## src/rtl/io_bus_pkg.sv

```systemverilog
// io_bus_pkg
// Shared definitions for the IO bus master: command op codes, the FSM
// state encoding and the IO map addresses of the debug unit's IO_BUS.
// No ports; imported by io_bus_master and io_poll_timer.

package io_bus_pkg;

    // Command op codes as they arrive on cmd_op.
    typedef enum logic [1:0] {
        OP_RD   = 2'b00,
        OP_WR   = 2'b01,
        OP_POLL = 2'b10,
        OP_RSVD = 2'b11
    } op_e;

    // Master FSM states.
    typedef enum logic [2:0] {
        S_IDLE = 3'd0,
        S_RD   = 3'd1,
        S_WR   = 3'd2,
        S_POLL = 3'd3,
        S_RSP  = 3'd4
    } state_e;

    // IO map of the debug unit.
    localparam logic [7:0] ADDR_OUT0  = 8'h00;
    localparam logic [7:0] ADDR_READY = 8'h04;
    localparam logic [7:0] ADDR_OUT1  = 8'h08;
    localparam logic [7:0] ADDR_IN    = 8'h0c;
    localparam logic [7:0] ADDR_VALID = 8'h10;

    localparam int TIMER_W = 16;

endpackage

```

## src/rtl/io_poll_timer.sv

```systemverilog
// io_poll_timer
// Counts POLL cycles that saw no toggle and flags the cycle in which the
// allowed number of POLL cycles has been used up.
// Ports:
//   clk      rising-edge clock
//   rstn     asynchronous active-low reset, clears the count
//   clear    synchronous clear (held while the master is not polling)
//   enable   count this cycle
//   expired  this is the LIMIT-th counted POLL cycle

module io_poll_timer
    import io_bus_pkg::*;
#(
    parameter logic [TIMER_W-1:0] LIMIT = 16'hFFFF
) (
    input  logic clk,
    input  logic rstn,
    input  logic clear,
    input  logic enable,
    output logic expired
);

    logic [TIMER_W-1:0] count;

    // The count is 0 in the first POLL cycle, so the LIMIT-th cycle is the
    // one where count equals LIMIT-1; flagging it there makes the master
    // leave POLL after exactly LIMIT cycles.
    assign expired = (count == TIMER_W'(LIMIT - 1'b1));

    always_ff @(posedge clk or negedge rstn) begin
        if (!rstn) begin
            count <= '0;
        end else if (clear) begin
            count <= '0;
        end else if (enable) begin
            count <= count + 1'b1;
        end
    end

endmodule

```

## src/rtl/io_bus_master.sv

```systemverilog
// io_bus_master
// Single-outstanding command master for the debug unit's IO_BUS. Accepts
// RD / WR / POLL commands, performs the bus access, and presents one
// response that is held until the consumer takes it.
// Ports:
//   clk, rstn                     clock, asynchronous active-low reset
//   cmd_valid/cmd_ready           command handshake
//   cmd_op, cmd_addr, cmd_wdata   command fields
//   rsp_valid/rsp_ready           response handshake
//   rsp_data, rsp_err             response payload
//   io_addr, io_dout, io_we       IO bus drive
//   io_din                        IO bus read data (combinational from io_addr)
//   busy                          FSM not idle

module io_bus_master
    import io_bus_pkg::*;
#(
    parameter logic [15:0] POLL_TIMEOUT = 16'hFFFF,
    parameter logic [7:0]  VALID_ADDR   = ADDR_VALID
) (
    input  logic        clk,
    input  logic        rstn,
    input  logic        cmd_valid,
    output logic        cmd_ready,
    input  logic [1:0]  cmd_op,
    input  logic [7:0]  cmd_addr,
    input  logic [31:0] cmd_wdata,
    output logic        rsp_valid,
    input  logic        rsp_ready,
    output logic [31:0] rsp_data,
    output logic        rsp_err,
    output logic [7:0]  io_addr,
    output logic [31:0] io_dout,
    output logic        io_we,
    input  logic [31:0] io_din,
    output logic        busy
);

    state_e      state;
    state_e      next_state;
    logic [7:0]  addr_q;
    logic [31:0] wdata_q;
    logic [31:0] rsp_data_q;
    logic        rsp_err_q;
    logic        last_valid;
    logic        timer_clear;
    logic        timer_en;
    logic        timer_expired;
    logic        toggle;

    // A POLL completes as soon as the VALID bit differs from the last value seen.
    assign toggle = (io_din[0] != last_valid);

    io_poll_timer #(
        .LIMIT (POLL_TIMEOUT)
    ) u_poll_timer (
        .clk     (clk),
        .rstn    (rstn),
        .clear   (timer_clear),
        .enable  (timer_en),
        .expired (timer_expired)
    );

    always_ff @(posedge clk or negedge rstn) begin
        if (!rstn) begin
            state <= S_IDLE;
        end else begin
            state <= next_state;
        end
    end

    // Next state and all outputs decode straight from the state register, so
    // an asynchronous reset drops the bus strobe without waiting for a clock.
    // The timer is held clear everywhere except POLL, which gives the clear
    // on POLL entry. A toggle is checked before the timeout so it wins a tie.
    always_comb begin
        next_state  = state;
        cmd_ready   = 1'b0;
        rsp_valid   = 1'b0;
        rsp_data    = '0;
        rsp_err     = 1'b0;
        io_addr     = '0;
        io_dout     = '0;
        io_we       = 1'b0;
        timer_clear = 1'b1;
        timer_en    = 1'b0;
        busy        = (state != S_IDLE);
        case (state)
            S_IDLE: begin
                cmd_ready = 1'b1;
                if (cmd_valid) begin
                    case (cmd_op)
                        OP_RD:   next_state = S_RD;
                        OP_WR:   next_state = S_WR;
                        OP_POLL: next_state = S_POLL;
                        default: next_state = S_RSP;
                    endcase
                end
            end
            S_RD: begin
                io_addr    = addr_q;
                next_state = S_RSP;
            end
            S_WR: begin
                io_addr    = addr_q;
                io_dout    = wdata_q;
                io_we      = 1'b1;
                next_state = S_RSP;
            end
            S_POLL: begin
                io_addr     = VALID_ADDR;
                timer_clear = 1'b0;
                if (toggle) begin
                    next_state = S_RSP;
                end else begin
                    timer_en = 1'b1;
                    if (timer_expired) begin
                        next_state = S_RSP;
                    end
                end
            end
            S_RSP: begin
                rsp_valid = 1'b1;
                rsp_data  = rsp_data_q;
                rsp_err   = rsp_err_q;
                if (rsp_ready) begin
                    next_state = S_IDLE;
                end
            end
            default: next_state = S_IDLE;
        endcase
    end

    // Command fields are latched on acceptance, and the response payload is
    // preset to "no data" with the error set only for the reserved op, so
    // WR and the reserved op need no further payload update. The op itself
    // only steers the FSM at acceptance and is not kept.
    always_ff @(posedge clk or negedge rstn) begin
        if (!rstn) begin
            addr_q     <= '0;
            wdata_q    <= '0;
            rsp_data_q <= '0;
            rsp_err_q  <= 1'b0;
            last_valid <= 1'b0;
        end else begin
            case (state)
                S_IDLE: begin
                    if (cmd_valid) begin
                        addr_q     <= cmd_addr;
                        wdata_q    <= cmd_wdata;
                        rsp_data_q <= '0;
                        rsp_err_q  <= (cmd_op == OP_RSVD);
                    end
                end
                S_RD: begin
                    rsp_data_q <= io_din;
                    if (addr_q == VALID_ADDR) begin
                        last_valid <= io_din[0];
                    end
                end
                S_POLL: begin
                    if (toggle) begin
                        rsp_data_q <= {31'b0, io_din[0]};
                        rsp_err_q  <= 1'b0;
                        last_valid <= io_din[0];
                    end else if (timer_expired) begin
                        rsp_data_q <= '0;
                        rsp_err_q  <= 1'b1;
                    end
                end
                default: ;
            endcase
        end
    end

endmodule
```

## config.mk

```make
export PLATFORM = sky130hd
export DESIGN_NAME = io_bus_master
export DESIGN_NICKNAME = d
export VERILOG_FILES = /design/src/rtl/io_bus_pkg.sv /design/src/rtl/io_poll_timer.sv /design/src/rtl/io_bus_master.sv
export SDC_FILE = /design/constraint.sdc
export NUM_CORES = 1
export LEC_CHECK = 0
export CORE_MARGIN = 1
export CORE_UTILIZATION = 50
export CTS_BUF_LIST = sky130_fd_sc_hd__clkbuf_4
export DETAILED_ROUTE_END_ITERATION = 6
export PLACE_DENSITY = 0.86
export SLEW_MARGIN = 40
export SYNTH_ARGS = -nofsm -noshare
export SYNTH_HDL_FRONTEND = slang
export SYNTH_SLANG_ARGS = --single-unit
```

## constraint.sdc

```tcl
create_clock -name clk -period 5.5 [get_ports clk]
set_clock_uncertainty 0.15 [all_clocks]
set_input_delay 0.55 -clock clk [delete_from_list [all_inputs] [get_ports clk]]
set_output_delay 0.55 -clock clk [all_outputs]
set_load 0.01 [all_outputs]
```

==> run metrics <==
number of diodes 0; fin. max-slew vios 0; FF-to-FF path depth 5; Least-Margin Pin Slew approximately 0.74 ns; VDD IR max 0.207 mV; grt ovf 0; Synth Flop Type dfrtp_1; crit end category output pin; slowest stage delay, CP 0.64 ns; Critical Path AT ~2.6 ns; Reg power frac 0.468; io pins 155; CP Cell Sequence inv_1 > nand3_1 > nand2_1 > clkdlybuf4s50_1; global-route wire length before repair 16300 µm; TritonCTS clock tree done; Tot GR Track Use 0.234; PnR worst setup slack 2.24 ns; vias in the first global route approximately 3400; DRT Wirelength slightly above 10000 µm; Row Count 33; Final min period 3.26 ns; H-tree lvl count 3; NumNets Final 594; combinational fraction of design power 0.363; failing checks negative hold slack; Pwr per Cell Area 382 mW/mm²; Yosys top cell area share 0.531; Syn Nets 452; Worst EP required about 4.8 ns; Leak 2.67 nW; Root Buffer clkbuf_4; Reg clk slew, reported paths 0.16 ns; CP max-delay cell dfrtp_2; cells after synthesis 367; share of layout cells above drive strength 1 0.140; sw frac 0.326; 1st-pass router iterations 4; leading area contributor after synthesis dfrtp_1; Core Area 0.00834 mm²; clock share of power 0.170; pin count of the biggest net entering global routing 94; Final setup viols 0; buffers plus inverters on the worst setup path 2; number of synthesized flops with an enable pin 0; P&R area growth vs syn 38.1%; Yosys reg bits 93; post-route ant nets 0; Fill cells 601; DR vias/cell approximately 5.4; ranking of synthesized cells by area dfrtp_1 53%, mux2_2 10%, a22o_1 6.0%; Detail Placement HPWL approximately 7000 µm; Die Y 95.6 µm; CTS Buf Count 9; DRT iter0 DRCs 221; max_cap viols 0; final hold vios 10; GP Congestion between 0.7 and 0.8; period utilization 0.593; wire per inst 16.7 µm; commonest non-fill, non-tap cell in the layout clkdlybuf4s50_1; clk_lat worst skew 0.44 ns; most frequent cells in the layout 153 x clkdlybuf4s50_1, 92 x dfrtp_1, 40 x mux2_2, 34 x and3_1, 32 x and2_1; Post-CTS Hold Fix Bufs 0; post-CTS setup repair buffer count 0; RSZ-0062 raised after global routing no; Initial Utilization 0.525; post-CTS resize count 0; Post-Syn Area per Cell about 12 µm²; DRC 0; Setup WS pre-CTS 2.67 ns; Synth warnings 0; initial antenna violation count 0; number of library cell types mapped by synthesis 37; Setup crit start kind register; setup TNS 0 ns; WS Path Type reg2out; die width 95.6 µm; Hold Slack -0.0306 ns; NetSw 0.754 mW; r2r setup slk about 3.0 ns; Max Freq ~0.3 GHz; Int Pwr 1.56 mW; Cell Area, Synth 0.00438 mm²; Slew HR 0.507; post-synthesis sequential area ratio 0.531; via count 3346; clk sinks between 90 and 100; maximum fanout along the worst path 40; asr flop ratio synth 1.00; worst min path class in2async; family with the most delay on the worst path buffers and inverters; cell depth of the worst setup path 4; port buffer count 154; status complete, but fails checks; clk buf depth 2; die area 0.00914 mm²
-- power by group through the flow --
stage / Combinational, mW / Clock (mW) / Sequential [mW]
2_1_floorplan: 0.585 / 0 / 1.02
3_3_place_gp: 0.817 / 0 / 1.08
3_5_place_dp: 0.841 / 0 / 1.10
4_1_cts: 0.846 / 0.403 / 1.08
5_1_grt: 0.910 / 0.438 / 1.12
6_report: 0.839 / 0.392 / 1.08
-- cells in the mapped netlist (2+ instances only) --
cell	instances
a211oi_1	2
a21oi_1	5
a22o_1	30
a22o_2	2
and2_1	33
and3_1	34
buf_4	5
buf_6	6
clkbuf_1	10
clkbuf_8	3
dfrtp_1	93
ha_1	7
inv_1	7
mux2_2	40
nand2_1	13
nand3_1	5
nand4_1	7
nor2_1	19
nor2b_1	8
nor3_1	4
o21ai_0	5
xnor2_1	2
xor2_1	13
-- registers in the layout (all words and copies together), names as in the netlist --
name                count
rsp_err_q               1
last_valid              1
state                   3
rsp_data_q             32
addr_q                  8
wdata_q                32
u_poll_timer.count     16
-- metrics by stage --
step	total power, mW	utilization	std cells	instance area [µm²]
finish	2.31	0.725	619	6050
global route	2.47	0.725	619	6050
CTS	2.33	0.725	619	6050
detailed placement	1.94	0.707	603	5900
global placement	1.89	0.706	603	5890
floorplan	1.60	-	367	4380
-- path summary, 6_finish.rpt --
| check | startpoint | endpoint |
|---|---|---|
| max | state[2]$_DFFE_PN0P_ | io_addr[4] |
| max reg2reg | state[1]$_DFFE_PN0P_ | wdata_q[18]$_DFFE_PN0P_ |
| min reg2reg | rsp_data_q[9]$_DFFE_PN0P_ | rsp_data_q[9]$_DFFE_PN0P_ |
| max in group asynchronous | rstn | state[2]$_DFFE_PN0P_ |
| min in group clk | rsp_data_q[9]$_DFFE_PN0P_ | rsp_data_q[9]$_DFFE_PN0P_ |
| min | rstn | wdata_q[5]$_DFFE_PN0P_ |
-- logic make-up after synthesis --
group / after synthesis / share of synthesized area
AOI/OAI and AO/OA: 47 / 0.0885
adders and majority gates: 7 / 0.0200
buffers and inverters: 32 / 0.0491
xor gates and xnor gates: 15 / 0.0300
muxes: 40 / 0.103
DFF: 93 / 0.531
and+or+nand+nor: 133 / 0.178
-- routing by layer --
| metal | global-route usage | vias to the layer above | wire [µm] |
|---|---|---|---|
| met1 | 0.311 | 1620 | 4330 |
| met3 | 0.0423 | 30 | 610 |
| met4 | 0.103 | 0 | 299 |
| met2 | 0.374 | 124 | 5080 |
| met5 | 0 | - | 0 |
| li1 | - | 1572 | - |
-- worst register-to-register path, stage by stage, from the launching register on --
cell,delay [ns]
dfrtp_1,0.53
nor2_4,0.54
nand2_1,0.15
inv_1,0.11
and2_4,0.51
mux2_2,0.42
-- area by class of cell --
type	instances	area (µm²)	share of cell area
Tap cell	105	131	0.0217
Sequential cell	93	2330	0.385
Clock buffer	9	67.6	0.0112
Inverter	7	26.3	0.00434
Multi-Input combinational cell	242	1860	0.307
Clock inverter	7	78.8	0.0130
Timing Repair Buffer	156	1560	0.258
No activity file was read; power rests on OpenSTA's default activity.
==> edit 1, RTL diff (same settings) <==
Set the package constant `TIMER_W` to 24 (it was 16).
--- a/src/rtl/io_bus_pkg.sv
+++ b/src/rtl/io_bus_pkg.sv
@@ -29,7 +29,7 @@
     localparam logic [7:0] ADDR_IN    = 8'h0c;
     localparam logic [7:0] ADDR_VALID = 8'h10;
 
-    localparam int TIMER_W = 16;
+    localparam int TIMER_W = 24;
 
 endpackage
 
Behaviour: same outputs for any inputs over 10 cycles, from zero or initial values and one cycle with rstn low; that may be too few to reach the edited logic, so the function may still have changed.
==> edit 1 against the original RTL <==
- global-route usage shrank 0.51 points
- largest cell class unchanged
- routed wire length up 5.2%
- area after synthesis increased by 8.8%
- core utilization down 1.8 points
- non-clock buffer count increased by 5
- total power down 2.1%
- final area up 8.0%
- first-iteration DRC count decreased by 17%
- sequential cell count up 8
- setup slack better by 0.034 ns
==> edit 1: results (changes against the original RTL) <==
FF-to-FF setup slack 3.03 ns (was 2.99 ns); crit path from state[1] (was state[2]); r2r worst-path depth 7 (was 5); grt met1 use 30.8% (was 31.1%); met3 GRT Util 4.64% (was 4.23%); met2 WL 5200 um (was 5080 um); Root Buffer clkbuf_4 (unchanged); largest net degree at the start of global routing 68 (was 94); grt met2 use 36.4% (was 37.4%); routability cong. 0.801 (was 0.790); Synth Area in Compound Gates 8.22% (was 8.85%); xor/xnor share of the synthesized area 3.68% (was 3.00%); Largest regs rsp_data_q (32), wdata_q (32), u_poll_timer.count (24) (was rsp_data_q (32), wdata_q (32), u_poll_timer.count (16)); post-detail-place hpwl 7750 um (was 7130 um); syn_nets 500 (was 452); metal3 WL 545 um (was 610 um); leak pwr 2.71 nW (was 2.67 nW); Initial DRC Count 184 (was 221); DP Area 6390 um2 (was 5900 um2); Metal-1 WL 4890 um (was 4330 um); Reg2Reg Launch Point u_poll_timer.count[0] (was state[1]); Final nets 647 (was 594); Wirelength per Cell 15.6 um (was 16.7 um); maximum vdd drop 0.212 mV (was 0.207 mV); Total GRT Usage 22.9% (was 23.4%); first-pass GRT wire length 17700 um (was 16300 um); Max FO, Critical Path 35 (was 40); Synth Area in Adders 1.58% (was 2.00%); outcome complete, no violations (was finished, violations left); Unique masters post-synth 39 (was 37); top post-synthesis cells by area dfrtp_1 53%, mux2_2 9.7%, and2_1 8.7%, a22o_1 5.5%, nor2_1 2.6% (was dfrtp_1 53%, mux2_2 10%, a22o_1 6.0%, and3_1 4.9%, and2_1 4.7%); routed vias 3591 (was 3346); Layout fillers 681 (was 601); Slew HR 49.9% (was 50.7%); share of layout cells above drive strength 1 13.7% (was 14.0%); vias in the first global route 3511 (was 3384); CP Capture Point io_addr[3] (was io_addr[4]); sequential cell area fraction in the yosys report 53.0% (was 53.1%); Commonest cells post-synth 101 x dfrtp_1, 66 x and2_1, 41 x mux2_2, 33 x nor2_1, 30 x a22o_1 (was 93 x dfrtp_1, 40 x mux2_2, 34 x and3_1, 33 x and2_1, 30 x a22o_1)
-- edit 1: cell types whose count changed after synthesis, sizes merged, moves of 4 or more --
| cell | before | now |
|---|---|---|
| and2 | 33 | 66 |
| and3 | 35 | 2 |
| nor2 | 20 | 33 |
| xnor2 | 2 | 11 |
| dfrtp | 93 | 101 |
| nor3 | 4 | 9 |
| or3 | 0 | 4 |
| xor2 | 13 | 9 |
-- edit 1: cell type report --
| class | count | area share (%) |
|---|---|---|
| inverters | 9 | 0.517 |
| clock buffers | 10 | 1.15 |
| clock inverters | 6 | 0.670 |
| flip-flops and latches | 101 | 38.7 |
| well taps | 129 | 2.47 |
| multi-input cells | 281 | 32.0 |
| repair buffers | 161 | 24.5 |
-- edit 1: what timing repair did --
| item | CTS | global route |
|---|---|---|
| setup endpoints to repair | 0 | 0 |
| endpoints found under the hold margin | 34 | 0 |
| hold buffers | 1 | 0 |
| resized for setup | 0 | 0 |
-- edit 1: metrics by stage --
stage          utilization, %  std cells  hold slack, ns  total power, W  worst slack (ns)
3_3_place_gp             69.0        678           0.325         0.00189              2.46
5_1_grt                  70.7        697           0.380         0.00241              2.09
3_5_place_dp             69.2        680           0.325         0.00193              2.41
2_1_floorplan               -        416           0.104         0.00159              3.22
4_1_cts                  70.6        697           0.365         0.00228              2.27
6_report                 70.7        697           0.361         0.00226              2.27
-- edit 1: power by group --
part	switching (W)	internal [W]	leakage, nW
Sequential	0.000121	0.000967	1.30
Clock	0.000253	0.000102	0.0676
Combinational	0.000348	0.000473	1.34
-- edit 1: critical path, stage by stage (launching register included) --
cell and delay (ns):
dfrtp_1 0.50, inv_1 0.12, nor3_2 0.21, buf_4 0.32, nor2_1 0.19, nor2b_1 0.14, clkdlybuf4s50_1 0.57
==> edit 2, RTL diff (same settings) <==
Made on the original files. Register the output `rsp_err`, with the module's reset; this adds one clock of latency there. The other outputs are not delayed to match.
--- a/src/rtl/io_bus_master.sv
+++ b/src/rtl/io_bus_master.sv
@@ -35,6 +35,8 @@
     input  logic [31:0] io_din,
     output logic        busy
 );
+
+    logic rsp_err_d;
 
     state_e      state;
     state_e      next_state;
@@ -78,7 +80,7 @@
         cmd_ready   = 1'b0;
         rsp_valid   = 1'b0;
         rsp_data    = '0;
-        rsp_err     = 1'b0;
+        rsp_err_d   = 1'b0;
         io_addr     = '0;
         io_dout     = '0;
         io_we       = 1'b0;
@@ -122,7 +124,7 @@
             S_RSP: begin
                 rsp_valid = 1'b1;
                 rsp_data  = rsp_data_q;
-                rsp_err   = rsp_err_q;
+                rsp_err_d = rsp_err_q;
                 if (rsp_ready) begin
                     next_state = S_IDLE;
                 end
@@ -173,4 +175,12 @@
         end
     end
 
+    always_ff @(posedge clk or negedge rstn) begin
+        if (!rstn) begin
+            rsp_err <= '0;
+        end else begin
+            rsp_err <= rsp_err_d;
+        end
+    end
+
 endmodule
Behaviour: not the same (a bounded check fails within 4 cycles, from zero or initial values and one cycle with rstn low).
==> edit 2 against the original RTL <==
- critical path type unchanged
- routed wire length grew 0.74%
- area after synthesis is essentially flat
- die area is essentially flat
- final area grew 0.31%
- largest cell class unchanged
- first-iteration DRC count grew 2.7%
- critical path depth grew 2
- count of clock-buffer cells in the layout grew 1
- total power shrank 2.7%
- via count shrank 0.75%
- largest power group unchanged
- sequential share of layout area grew 0.27 points
- setup slack lost 0.019 ns
- sequential cell count grew 1
==> edit 2: results (changes against the original RTL) <==
outcome complete, no violations (was finished, violations left); first-pass GRT wire length 15700 um (was 16300 um); grt met2 use 37.7% (was 37.4%); Commonest cells post-synth 94 x dfrtp_1, 66 x and2_1, 41 x mux2_2, 30 x a22o_1, 20 x nor2_1 (was 93 x dfrtp_1, 40 x mux2_2, 34 x and3_1, 33 x and2_1, 30 x a22o_1); Min Hold Slack 0.268 ns (was -0.0306 ns); Worst Path Arrival 2.58 ns (was 2.56 ns); Initial DRC Count 227 (was 221); FF-to-FF End rsp_data_q[29] (was wdata_q[18]); Root Buffer clkbuf_4 (unchanged); cells after synthesis 365 (was 367); maximum vdd drop 0.204 mV (was 0.207 mV); routed vias 3321 (was 3346); share of layout cells above drive strength 1 14.1% (was 14.0%); sequential cell area fraction in the yosys report 53.7% (was 53.1%); CP Capture Point io_addr[6] (was io_addr[4]); Total GRT Usage 22.9% (was 23.4%); Unique masters post-synth 37 (unchanged); top post-synthesis cells by area dfrtp_1 54%, mux2_2 11%, and2_1 9.4%, a22o_1 6.0%, xor2_1 2.6% (was dfrtp_1 53%, mux2_2 10%, a22o_1 6.0%, and3_1 4.9%, and2_1 4.7%); Worst-Skew Late Latency 0.45 ns; CTS Buf Count 9 (unchanged); Slew HR 51.7% (was 50.7%); Routed WL 10400 um (was 10300 um); Reg2Reg Launch Point u_poll_timer.count[6] (was state[1]); hold buffer count at CTS 1 (was 0); grt met1 use 29.7% (was 31.1%); Wirelength per Cell 16.7 um (about the same); DP Area 5930 um2 (was 5900 um2); post-detail-place hpwl 7280 um (was 7130 um); commonest non-fill, non-tap cell in the layout clkdlybuf4s50_1 (unchanged); largest net degree at the start of global routing 93 (was 94); vias in the first global route 3162 (was 3384); crit path from state[1] (was state[2]); CP max-delay cell clkdlybuf4s50_1 (was dfrtp_2); routability cong. 0.789 (was 0.790); Placed Cells 605 (was 603); leak pwr 2.57 nW (was 2.67 nW); worst slack, placed 2.60 ns (was 2.67 ns); syn_nets 450 (was 452); FF-to-FF setup slack 3.31 ns (was 2.99 ns); max frequency 305 MHz (was 307 MHz); Final nets 597 (was 594); met3 GRT Util 3.35% (was 4.23%); Max FO, Critical Path 34 (was 40); drt first pass iters 7 (was 4); slowest stage delay, CP 0.56 ns (was 0.64 ns)
[edit 2: kinds of logic after synthesis]
family	share of synthesized area [%]
flops	53.7
simple gates	18.0
buf+inv	4.25
xor+xnor	3.00
compound gates	8.59
mux	10.5
fa+ha+maj	2.00
[edit 2: area by class of cell]
| class | count | area, um2 |
|---|---|---|
| Clock buffer | 10 | 75.1 |
| Clock inverter | 6 | 46.3 |
| Fill cell | 588 | 2270 |
| Inverter | 7 | 26.3 |
| Multi-Input combinational cell | 242 | 1860 |
| Sequential cell | 94 | 2350 |
| Tap cell | 105 | 131 |
| Timing Repair Buffer | 158 | 1580 |
[edit 2: power breakdown]
part	leakage [nW]	switching, W	internal (W)
registers	1.20	0.000139	0.000933
clock network	0.0646	0.000234	0.000101
logic	1.30	0.000355	0.000488
total	2.57	0.000728	0.00152
[edit 2: routing by layer]
metal	up-vias	part of all wire, %
li1	1555	-
met1	1634	42
met2	110	50
met3	22	4.8
met4	0	2.4
met5	-	0
